### src/rtl/riscv_ctrl_pkg.sv
// Shared types and constants for the multi-cycle RISC-V control unit.
// Opcodes, FSM states, control-field encodings and the decoded control word.
package riscv_ctrl_pkg;

  localparam logic [6:0] RALU   = 7'b0110011;
  localparam logic [6:0] IALU   = 7'b0010011;
  localparam logic [6:0] ILOAD  = 7'b0000011;
  localparam logic [6:0] SSTORE = 7'b0100011;
  localparam logic [6:0] ULOAD  = 7'b0110111;
  localparam logic [6:0] UPC    = 7'b0010111;
  localparam logic [6:0] BRANCH = 7'b1100011;
  localparam logic [6:0] JAL    = 7'b1101111;
  localparam logic [6:0] JALR   = 7'b1100111;

  typedef enum logic [1:0] {
    S_IDLE,
    S_EXEC,
    S_MEM,
    S_WB
  } state_t;

  typedef enum logic [2:0] {
    IMM_NONE  = 3'b000,
    IMM_I     = 3'b001,
    IMM_SHAMT = 3'b010,
    IMM_S     = 3'b011,
    IMM_U     = 3'b100,
    IMM_B     = 3'b101,
    IMM_J     = 3'b110
  } imm_t;

  typedef enum logic [1:0] {
    WS_ALU = 2'b00,
    WS_RAM = 2'b01,
    WS_PC4 = 2'b10
  } wsel_t;

  typedef enum logic [1:0] {
    PC_4   = 2'b00,
    PC_REL = 2'b01,
    PC_REG = 2'b10
  } pcsel_t;

  typedef enum logic [3:0] {
    CL_ILL,
    CL_RALU,
    CL_IALU,
    CL_UPPER,
    CL_BRANCH,
    CL_JAL,
    CL_JALR,
    CL_LOAD,
    CL_STORE
  } cls_t;

  typedef struct packed {
    logic [3:0] aluop;
    imm_t       imm;
    cls_t       cls;
  } ctrl_t;

  function automatic int max2(input int a, input int b);
    return (a > b) ? a : b;
  endfunction

endpackage

### src/rtl/multicycle_ctrl_if.sv
// Fetch-side handshake plus the control strobes driven by the unit.
// master = fetch/datapath side, slave = control unit.
interface multicycle_ctrl_if;
  import riscv_ctrl_pkg::*;

  logic       instr_valid;
  logic       instr_ready;
  logic [6:0] opcode;
  logic [2:0] funct3;
  logic [6:0] funct7;
  logic       branch_taken;
  logic [3:0] AluOp;
  imm_t       imm;
  logic       regw;
  wsel_t      writesel;
  logic       ramR;
  logic       ramW;
  logic       incr;
  pcsel_t     pcsel;
  logic       illegal;

  modport master (
    output instr_valid, opcode, funct3,
    output funct7, branch_taken,
    input  instr_ready, AluOp, imm, regw,
    input  writesel, ramR, ramW, incr,
    input  pcsel, illegal
  );

  modport slave (
    input  instr_valid, opcode, funct3,
    input  funct7, branch_taken,
    output instr_ready, AluOp, imm, regw,
    output writesel, ramR, ramW, incr,
    output pcsel, illegal
  );

endinterface

### src/rtl/ctrl_decode.sv
// Combinational decode of latched opcode/funct fields into a control word.
// Strobe timing is left entirely to the FSM in multicycle_ctrl.
module ctrl_decode
  import riscv_ctrl_pkg::*;
(
  input  logic [6:0] opcode,
  input  logic [2:0] funct3,
  input  logic [6:0] funct7,
  output ctrl_t      ctrl
);

  logic unused_f7;
  logic shift;

  assign unused_f7 = ^{funct7[6], funct7[4:0]};
  assign shift = (funct3 == 3'b001) ||
                 (funct3 == 3'b101);

  always_comb begin
    ctrl.aluop = 4'b0000;
    ctrl.imm   = IMM_NONE;
    ctrl.cls   = CL_ILL;
    unique case (1'b1)
      (opcode == RALU): begin
        ctrl.aluop = {funct3, funct7[5]};
        ctrl.cls   = CL_RALU;
      end
      (opcode == IALU): begin
        ctrl.cls = CL_IALU;
        if (shift) begin
          ctrl.aluop = {funct3, funct7[5]};
          ctrl.imm   = IMM_SHAMT;
        end else begin
          ctrl.aluop = {funct3, 1'b0};
          ctrl.imm   = IMM_I;
        end
      end
      (opcode == ULOAD),
      (opcode == UPC): begin
        ctrl.imm = IMM_U;
        ctrl.cls = CL_UPPER;
      end
      (opcode == BRANCH): begin
        ctrl.aluop = {funct3, 1'b1};
        ctrl.imm   = IMM_B;
        ctrl.cls   = CL_BRANCH;
      end
      (opcode == JAL): begin
        ctrl.imm = IMM_J;
        ctrl.cls = CL_JAL;
      end
      (opcode == JALR): begin
        ctrl.imm = IMM_I;
        ctrl.cls = CL_JALR;
      end
      (opcode == ILOAD): begin
        ctrl.imm = IMM_I;
        ctrl.cls = CL_LOAD;
      end
      (opcode == SSTORE): begin
        ctrl.imm = IMM_S;
        ctrl.cls = CL_STORE;
      end
      default: ;
    endcase
  end

endmodule

### src/rtl/multicycle_ctrl.sv
// Multi-cycle control FSM: IDLE -> EXEC -> (MEM) -> (WB) -> IDLE.
// Accepts one instruction per handshake and sequences its strobes.
module multicycle_ctrl
  import riscv_ctrl_pkg::*;
#(
  parameter int LOAD_CYCLES  = 2,
  parameter int STORE_CYCLES = 1
) (
  input logic              clock,
  input logic              nreset,
  multicycle_ctrl_if.slave bus
);

  localparam int CW =
    $clog2(max2(LOAD_CYCLES, STORE_CYCLES) + 1);
  localparam logic [CW-1:0] LD_INIT =
    CW'((LOAD_CYCLES > 1) ? LOAD_CYCLES - 2 : 0);
  localparam logic [CW-1:0] ST_INIT =
    CW'((STORE_CYCLES > 1) ? STORE_CYCLES - 2 : 0);

  state_t        state_q, state_d;
  logic [CW-1:0] cnt_q, cnt_d;
  logic [6:0]    op_q;
  logic [2:0]    f3_q;
  logic [6:0]    f7_q;
  logic          take;
  logic          is_load;
  ctrl_t         ctrl;

  ctrl_decode u_dec (
    .opcode (op_q),
    .funct3 (f3_q),
    .funct7 (f7_q),
    .ctrl   (ctrl)
  );

  assign take    = (state_q == S_IDLE) &&
                   bus.instr_valid;
  assign is_load = (ctrl.cls == CL_LOAD);

  always_ff @(posedge clock or negedge nreset) begin
    if (!nreset) begin
      state_q <= S_IDLE;
      cnt_q   <= '0;
      op_q    <= '0;
      f3_q    <= '0;
      f7_q    <= '0;
    end else begin
      state_q <= state_d;
      cnt_q   <= cnt_d;
      if (take) begin
        op_q <= bus.opcode;
        f3_q <= bus.funct3;
        f7_q <= bus.funct7;
      end
    end
  end

  always_comb begin
    state_d         = state_q;
    cnt_d           = cnt_q;
    bus.instr_ready = 1'b0;
    bus.AluOp       = 4'b0000;
    bus.imm         = IMM_NONE;
    bus.regw        = 1'b0;
    bus.writesel    = WS_ALU;
    bus.ramR        = 1'b0;
    bus.ramW        = 1'b0;
    bus.incr        = 1'b0;
    bus.pcsel       = PC_4;
    bus.illegal     = 1'b0;
    unique case (state_q)
      S_IDLE: begin
        bus.instr_ready = 1'b1;
        if (bus.instr_valid) state_d = S_EXEC;
      end
      S_EXEC: begin
        bus.AluOp = ctrl.aluop;
        bus.imm   = ctrl.imm;
        state_d   = S_IDLE;
        unique case (ctrl.cls)
          CL_RALU, CL_IALU, CL_UPPER: begin
            bus.regw = 1'b1;
            bus.incr = 1'b1;
          end
          CL_BRANCH: begin
            bus.incr  = 1'b1;
            bus.pcsel = bus.branch_taken ?
                        PC_REL : PC_4;
          end
          CL_JAL: begin
            bus.regw     = 1'b1;
            bus.writesel = WS_PC4;
            bus.pcsel    = PC_REL;
            bus.incr     = 1'b1;
          end
          CL_JALR: begin
            bus.regw     = 1'b1;
            bus.writesel = WS_PC4;
            bus.pcsel    = PC_REG;
            bus.incr     = 1'b1;
          end
          CL_LOAD: begin
            bus.ramR = 1'b1;
            if (LOAD_CYCLES == 1) begin
              state_d = S_WB;
            end else begin
              cnt_d   = LD_INIT;
              state_d = S_MEM;
            end
          end
          CL_STORE: begin
            bus.ramW = 1'b1;
            if (STORE_CYCLES == 1) begin
              bus.incr = 1'b1;
            end else begin
              cnt_d   = ST_INIT;
              state_d = S_MEM;
            end
          end
          default: begin
            bus.illegal = 1'b1;
            bus.incr    = 1'b1;
          end
        endcase
      end
      S_MEM: begin
        bus.AluOp = ctrl.aluop;
        bus.imm   = ctrl.imm;
        bus.ramR  = is_load;
        bus.ramW  = !is_load;
        // counter holds the remaining MEM cycles after this one
        if (cnt_q == '0) begin
          if (is_load) begin
            state_d = S_WB;
          end else begin
            bus.incr = 1'b1;
            state_d  = S_IDLE;
          end
        end else begin
          cnt_d = cnt_q - CW'(1);
        end
      end
      S_WB: begin
        bus.regw     = 1'b1;
        bus.writesel = WS_RAM;
        bus.incr     = 1'b1;
        state_d      = S_IDLE;
      end
      default: state_d = S_IDLE;
    endcase
  end

endmodule

### src/flat_wrapper.sv
// flat-port wrapper written by rule: the top's interface ports become plain ports
module multicycle_ctrl_flat import riscv_ctrl_pkg::*;
#(
  parameter int LOAD_CYCLES  = 2,
  parameter int STORE_CYCLES = 1
)
  (clock, nreset, bus_instr_valid, bus_opcode, bus_funct3, bus_funct7, bus_branch_taken, bus_instr_ready, bus_AluOp, bus_imm, bus_regw, bus_writesel, bus_ramR, bus_ramW, bus_incr, bus_pcsel, bus_illegal);
  multicycle_ctrl_if bus_i ();
  input logic clock;
  input logic nreset;
  input wire logic [$bits(bus_i.instr_valid)-1:0] bus_instr_valid;
  input wire logic [$bits(bus_i.opcode)-1:0] bus_opcode;
  input wire logic [$bits(bus_i.funct3)-1:0] bus_funct3;
  input wire logic [$bits(bus_i.funct7)-1:0] bus_funct7;
  input wire logic [$bits(bus_i.branch_taken)-1:0] bus_branch_taken;
  output wire logic [$bits(bus_i.instr_ready)-1:0] bus_instr_ready;
  output wire logic [$bits(bus_i.AluOp)-1:0] bus_AluOp;
  output wire logic [$bits(bus_i.imm)-1:0] bus_imm;
  output wire logic [$bits(bus_i.regw)-1:0] bus_regw;
  output wire logic [$bits(bus_i.writesel)-1:0] bus_writesel;
  output wire logic [$bits(bus_i.ramR)-1:0] bus_ramR;
  output wire logic [$bits(bus_i.ramW)-1:0] bus_ramW;
  output wire logic [$bits(bus_i.incr)-1:0] bus_incr;
  output wire logic [$bits(bus_i.pcsel)-1:0] bus_pcsel;
  output wire logic [$bits(bus_i.illegal)-1:0] bus_illegal;
  assign bus_i.instr_valid = bus_instr_valid;
  assign bus_i.opcode = bus_opcode;
  assign bus_i.funct3 = bus_funct3;
  assign bus_i.funct7 = bus_funct7;
  assign bus_i.branch_taken = bus_branch_taken;
  assign bus_instr_ready = bus_i.instr_ready;
  assign bus_AluOp = bus_i.AluOp;
  assign bus_imm = bus_i.imm;
  assign bus_regw = bus_i.regw;
  assign bus_writesel = bus_i.writesel;
  assign bus_ramR = bus_i.ramR;
  assign bus_ramW = bus_i.ramW;
  assign bus_incr = bus_i.incr;
  assign bus_pcsel = bus_i.pcsel;
  assign bus_illegal = bus_i.illegal;
  multicycle_ctrl #(.LOAD_CYCLES(LOAD_CYCLES), .STORE_CYCLES(STORE_CYCLES)) u_core (.clock(clock), .nreset(nreset), .bus(bus_i));
endmodule
### config.mk
export PLATFORM = sky130hd
export DESIGN_NAME = multicycle_ctrl_flat
export DESIGN_NICKNAME = d
export VERILOG_FILES = /design/src/rtl/riscv_ctrl_pkg.sv /design/src/rtl/multicycle_ctrl_if.sv /design/src/rtl/ctrl_decode.sv /design/src/rtl/multicycle_ctrl.sv /design/src/flat_wrapper.sv
export SDC_FILE = /design/constraint.sdc
export NUM_CORES = 1
export LEC_CHECK = 0
export ABC_AREA = 1
export BUFFER_PORTS_ARGS = -buffer_cell sky130_fd_sc_hd__clkbuf_2
export CAP_MARGIN = 20
export CORE_MARGIN = 2
export CORE_UTILIZATION = 50
export CTS_BUF_LIST = sky130_fd_sc_hd__clkbuf_8
export CTS_CLUSTER_DIAMETER = 30
export DETAILED_ROUTE_END_ITERATION = 16
export MAX_ROUTING_LAYER = met4
export PLACE_DENSITY = 0.9
export SKIP_CTS_REPAIR_TIMING = 1
export SYNTH_ARGS = -nofsm -noshare
export SYNTH_HDL_FRONTEND = slang
export SYNTH_SLANG_ARGS = --single-unit
export TNS_END_PERCENT = 100
### constraint.sdc
create_clock -name clock -period 1.5 [get_ports clock]
set_input_delay 0.45 -clock clock [delete_from_list [all_inputs] [get_ports clock]]
set_output_delay 0.45 -clock clock [all_outputs]
set_load 0.02 [all_outputs]
==> flow_results.xml, run 1 <==
<?xml version="1.0" encoding="UTF-8"?>
<metrics>
  <group name="run_status">
    <metric name="result_of_the_run" unit="">did not finish</metric>
    <metric name="haltStage" unit="">global routing (5_1_grt)</metric>
    <metric name="first-error" unit="">[ERROR DPL-0033] detailed placement checks failed during check placement.</metric>
  </group>
  <group name="synth">
    <metric name="ys_async_sr_fraction" unit="%">100</metric>
    <metric name="edff_count_synth" unit="">0</metric>
    <metric name="ys_seq_area_share" unit="%">36.4</metric>
    <metric name="yosysWarnings" unit="">0</metric>
    <metric name="post_synth_and_or_nand_nor_area_fraction" unit="%">32.3</metric>
    <metric name="post-synth-top-area-fraction" unit="%">36.4</metric>
    <metric name="number_of_flip_flops_and_latches_in_the_synthesized_netlist" unit="">15</metric>
    <metric name="synth_area" unit="µm²">1030</metric>
    <metric name="cell_count_after_synthesis" unit="">153</metric>
    <metric name="synth_nets" unit="">179</metric>
    <metric name="synth_top_area_cell" unit="">dfrtp_1</metric>
    <metric name="synth-adder-area-share" unit="%">6.07</metric>
    <metric name="yosysUniqueCellTypes" unit="">18</metric>
    <metric name="post_synthesis_share_of_cell_area_spent_on_xor_and_xnor_gates" unit="%">0</metric>
    <metric name="largest_family_of_logic_cells_by_synthesized_area" unit="">simple AND/OR/NAND/NOR gates</metric>
    <metric name="syn-mean-instance-area" unit="µm²">6.74</metric>
    <metric name="synth.area.mux_share" unit="%">3.28</metric>
    <metric name="synth_area_leaders" unit="">dfrtp_1 36%, nand2_1 12%, nor2_1 11%</metric>
    <metric name="synth-main-ff-cell" unit="">dfrtp_1</metric>
    <metric name="synth_compound_gate_area_share" unit="%">10.9</metric>
  </group>
  <group name="die">
    <metric name="rows" unit="">16</metric>
    <metric name="floorplan.die.height" unit="µm">49.4</metric>
    <metric name="start_util" unit="%">52.6</metric>
    <metric name="pin_count" unit="">38</metric>
    <metric name="die_w" unit="µm">49.4</metric>
  </group>
  <group name="clock_tree">
    <metric name="cts.sinks" unit="">15</metric>
    <metric name="cts_buffers" unit="">3</metric>
    <metric name="cts.path.max_buffers" unit="">2</metric>
    <metric name="clk_tree_root_cell" unit="">clkbuf_8</metric>
    <metric name="htree_levels" unit="">1</metric>
  </group>
  <group name="global_routing">
    <metric name="antenna_found_initial" unit="">0</metric>
    <metric name="maximum_number_of_pins_on_one_net_before_global_route_repair" unit="">16</metric>
  </group>
  <group name="sta">
    <metric name="postGrtWorstEndpoint" unit="">bus_ramW</metric>
    <metric name="worst_path_end_type" unit="">primary output</metric>
  </group>
  <group name="placement">
    <metric name="place_congestion" unit="">0.826</metric>
    <metric name="dpl.hpwl" unit="µm">2320</metric>
    <metric name="portBuffers" unit="">31</metric>
  </group>
</metrics>
cells by family after synthesis:
group | count (synthesis)
and+or+nand+nor | 78
AOI/OAI and AO/OA | 22
DFF | 15
adders and majority gates | 5
muxes | 3
buffers and inverters | 30
per-stage QoR:
step | worst slack (ns) | instance area (µm²) | cells | hold WS (ns)
floorplan | -0.0617 | 1190 | 153 | 0.154
CTS | -0.587 | 1600 | 239 | 0.115
detailed placement | -0.317 | 1560 | 235 | 0.383
global placement | -0.235 | 1560 | 235 | 0.376
synthesized netlist by cell type (3+ instances only):
library cell	count
inv_1	25
nand2_1	32
o21ai_0	4
inv_2	4
nand3_1	8
a21oi_1	16
nand2_2	3
dfrtp_1	15
ha_1	5
nor2_1	29
mux2_2	3
==> inputs of run 2 (changes only) <==
--- a/config.mk
+++ b/config.mk
@@ -8,13 +8,10 @@
 export ABC_AREA = 1
 export BUFFER_PORTS_ARGS = -buffer_cell sky130_fd_sc_hd__clkbuf_2
 export CAP_MARGIN = 20
-export CORE_MARGIN = 2
-export CORE_UTILIZATION = 50
-export CTS_BUF_LIST = sky130_fd_sc_hd__clkbuf_8
-export CTS_CLUSTER_DIAMETER = 30
+export CORE_AREA = 2 2 63 65
 export DETAILED_ROUTE_END_ITERATION = 16
-export MAX_ROUTING_LAYER = met4
-export PLACE_DENSITY = 0.9
+export DIE_AREA = 0 0 65 67
+export PLACE_DENSITY_LB_ADDON = 0.15
 export SKIP_CTS_REPAIR_TIMING = 1
 export SYNTH_ARGS = -nofsm -noshare
 export SYNTH_HDL_FRONTEND = slang
==> flow_results.xml, run 2 <==
<?xml version="1.0" encoding="UTF-8"?>
<metrics>
  <group name="run_status">
    <metric name="result_of_the_run" unit="">finished with violations</metric>
    <metric name="failed_checks" unit="">setup timing</metric>
  </group>
  <group name="clock_tree">
    <metric name="htree_levels" unit="">1</metric>
    <metric name="clk_tree_root_cell" unit="">clkbuf_8</metric>
    <metric name="cts_tree" unit="">built</metric>
    <metric name="clk-insertion-delay-late" unit="ns">0.25</metric>
    <metric name="clkTransAtPathRegs" unit="ns">0.06</metric>
    <metric name="cts.path.max_buffers" unit="">2</metric>
    <metric name="cts.sinks" unit="">15</metric>
    <metric name="cts_buffers" unit="">3</metric>
  </group>
  <group name="die">
    <metric name="floorplan.die.height" unit="µm">67</metric>
    <metric name="pin_count" unit="">38</metric>
    <metric name="die_area" unit="µm²">4360</metric>
    <metric name="area_inside_the_core_boundary" unit="µm²">3610</metric>
    <metric name="die_w" unit="µm">65</metric>
    <metric name="start_util" unit="%">28.6</metric>
    <metric name="rows" unit="">22</metric>
  </group>
  <group name="synth">
    <metric name="number_of_flip_flops_and_latches_in_the_synthesized_netlist" unit="">15</metric>
    <metric name="syn-mean-instance-area" unit="µm²">6.74</metric>
    <metric name="synth-main-ff-cell" unit="">dfrtp_1</metric>
    <metric name="synth_area" unit="µm²">1030</metric>
    <metric name="synth_top_area_cell" unit="">dfrtp_1</metric>
    <metric name="synth_common_cells" unit="">32 x nand2_1, 29 x nor2_1, 25 x inv_1</metric>
    <metric name="edff_count_synth" unit="">0</metric>
    <metric name="post-synth-top-area-fraction" unit="%">36.4</metric>
    <metric name="yosysUniqueCellTypes" unit="">18</metric>
    <metric name="cell_count_after_synthesis" unit="">153</metric>
    <metric name="synth_nets" unit="">179</metric>
    <metric name="synth_area_leaders" unit="">dfrtp_1 36%, nand2_1 12%, nor2_1 11%</metric>
    <metric name="yosysWarnings" unit="">0</metric>
    <metric name="yosysMostFrequentCell" unit="">nand2_1</metric>
    <metric name="ys_async_sr_fraction" unit="%">100</metric>
    <metric name="ys_seq_area_share" unit="%">36.4</metric>
  </group>
  <group name="global_routing">
    <metric name="global_route_usage_sum" unit="%">13.5</metric>
    <metric name="maximum_number_of_pins_on_one_net_before_global_route_repair" unit="">16</metric>
    <metric name="total_gr_overflow" unit="">0</metric>
    <metric name="antenna_found_initial" unit="">0</metric>
    <metric name="grt_pass1_wl" unit="µm">4600</metric>
    <metric name="first_global_vias" unit="">1168</metric>
  </group>
  <group name="setup_path">
    <metric name="cp_class" unit="">reg -&gt; out</metric>
    <metric name="rr_startpoint" unit="">u_core.op_q[3]</metric>
    <metric name="timing.critical_path.from_type" unit="">flop</metric>
    <metric name="critical_path_required" unit="ns">1.05</metric>
    <metric name="cp-startpoint" unit="">u_core.op_q[2]</metric>
    <metric name="crit_fanout" unit="">5</metric>
    <metric name="worstPathArrival" unit="ns">1.57</metric>
    <metric name="timing.critical_path.to_type" unit="">output pin</metric>
  </group>
  <group name="final_layout">
    <metric name="n_antenna_cell" unit="">0</metric>
    <metric name="largest_registers" unit="">u_core.op_q (7), u_core.f3_q (3)</metric>
    <metric name="mostFrequentLayoutCell" unit="">buf_4</metric>
    <metric name="commonest_cells_after_routing_fill_and_taps_aside" unit="">37 x buf_4, 23 x nand2_1, 20 x clkbuf_2, 17 x inv_1, 15 x nor2_1</metric>
    <metric name="area_delta_synth_final" unit="%">84.5</metric>
    <metric name="fin_nets" unit="">251</metric>
    <metric name="finish.cell_count_without_fillers" unit="">272</metric>
    <metric name="registers.top_by_ff_count" unit="">u_core.op_q</metric>
    <metric name="share_of_final_layout_standard_cells_stronger_than_drive_strength_1" unit="%">59.8</metric>
    <metric name="largest_register_ffs" unit="">7</metric>
    <metric name="fillerInstances" unit="">341</metric>
  </group>
  <group name="routing">
    <metric name="postRouteWirelength" unit="µm">2710</metric>
    <metric name="vias_per_cell" unit="">4.33</metric>
    <metric name="dr_total_vias" unit="">1179</metric>
    <metric name="initialDrtViolationCount" unit="">42</metric>
    <metric name="final_antenna_net_count" unit="">0</metric>
    <metric name="detailedRoute.firstPassIterationCount" unit="">4</metric>
    <metric name="drcViolationCount" unit="">0</metric>
    <metric name="detail_route.wl_per_cell" unit="µm">9.94</metric>
  </group>
  <group name="hold_path">
    <metric name="min-delay-path-class" unit="">in -&gt; async</metric>
  </group>
  <group name="pwr">
    <metric name="p_sw" unit="W">0.00129</metric>
    <metric name="share_of_total_power_in_combinational_logic" unit="%">64.3</metric>
    <metric name="power.density" unit="nW/µm²">1540</metric>
    <metric name="power.share.sequential" unit="%">24.8</metric>
    <metric name="total_power" unit="W">0.00294</metric>
    <metric name="power_report.internal_total" unit="W">0.00165</metric>
    <metric name="clockPowerShare" unit="%">10.8</metric>
    <metric name="switching_share" unit="%">43.9</metric>
    <metric name="power.ir.vdd_worst" unit="mV">0.808</metric>
    <metric name="leakage" unit="nW">0.972</metric>
  </group>
  <group name="sta">
    <metric name="clock_skew" unit="ns">0.00566</metric>
    <metric name="final.min_clock_period" unit="ns">2.02</metric>
    <metric name="setup_viol" unit="">17</metric>
    <metric name="setup_slack" unit="ns">-0.523</metric>
    <metric name="post-route-period-util" unit="%">135</metric>
    <metric name="final_hold_viol_count" unit="">0</metric>
    <metric name="max_clock_freq" unit="MHz">494</metric>
    <metric name="final-max-slew-violation-count" unit="">0</metric>
    <metric name="unrepaired_setup_endpoints_after_global_routing" unit="">true</metric>
    <metric name="worst_pin_slew" unit="ns">0.370</metric>
    <metric name="worst_slew_margin_rel" unit="%">75.3</metric>
    <metric name="holdWs" unit="ns">0.107</metric>
  </group>
  <group name="placement">
    <metric name="portBuffers" unit="">31</metric>
    <metric name="place_congestion" unit="">0.755</metric>
    <metric name="dpl.hpwl" unit="µm">2190</metric>
    <metric name="place_inst" unit="">261</metric>
    <metric name="dp_worst_setup_slack" unit="ns">-0.259</metric>
  </group>
  <group name="job">
    <metric name="drv.max_cap_violation_count" unit="">0</metric>
  </group>
</metrics>
==> run 2: cell counts after synthesis <==
Identical to the previous run, type by type.
==> run 2: worst paths after layout <==
path | depth (start not counted) | slack, ns | to
worst max-delay path | 6 | -0.52 | bus_imm[0]
worst min-delay path | 1 | 0.11 | u_core.op_q[4]
worst max register to register | 9 | 0.12 | u_core.cnt_q[0]
worst min register to register | 2 | 0.47 | u_core.cnt_q[1]
max in group asynchronous | 1 | 1.10 | u_core.op_q[6]
min in group clock | 2 | 0.43 | u_core.f7_q[5]
==> run 2: layout make-up <==
| class | instances | area [µm²] | area share [%] |
|---|---|---|---|
| Sequential cell | 15 | 379 | 19.9 |
| Multi-Input combinational cell | 108 | 803 | 42.2 |
| Clock inverter | 1 | 5.00 | 0.263 |
| Timing Repair Buffer | 68 | 502 | 26.4 |
| Inverter | 29 | 111 | 5.86 |
| Clock buffer | 3 | 41.3 | 2.17 |
| Tap cell | 48 | 60.1 | 3.16 |
==> run 2: cell families after synthesis <==
kind of cell               share of synthesized area, %
AOI/OAI and AO/OA                                  10.9
adders and majority gates                          6.07
buffers and inverters                              11.0
DFF                                                36.4
muxes                                              3.28
and+or+nand+nor                                    32.3
==> run 2: critical path, stage by stage (launching register included) <==
cell     delay (ns)
dfrtp_1        0.40
nor2_2         0.15
nand2_4        0.11
nor3_4         0.30
nor2_2         0.08
a21oi_4        0.15
buf_6          0.13
==> run 2: power groups by stage <==
stage                     clock network, W  logic, W  registers (W)
after global routing              0.000358   0.00208       0.000756
after detailed placement                 0   0.00157       0.000717
after CTS                         0.000331   0.00158       0.000710
after floorplan                          0  0.000956       0.000701
after global placement                   0   0.00154       0.000706
final                             0.000318   0.00189       0.000729
==> run 2: metrics by stage <==
stage	util (%)	instance area [µm²]	TNS, ns
after floorplan	-	1190	-0.323
after global placement	45.0	1620	-2.88
after detailed placement	45.0	1620	-3.13
after CTS	46.3	1670	-7.58
after global routing	52.7	1900	-8.42
final	52.7	1900	-6.70
==> run 2: layer usage <==
layer  part of all wire (%)  track usage, %  vias up
met5                      0               0        -
met2                     48            23.5       34
met1                     45            16.0      521
met4                    1.5            5.85        0
met3                    5.5            2.70        6
li1                       -               -      618
Power figures use the tool's default switching activity.
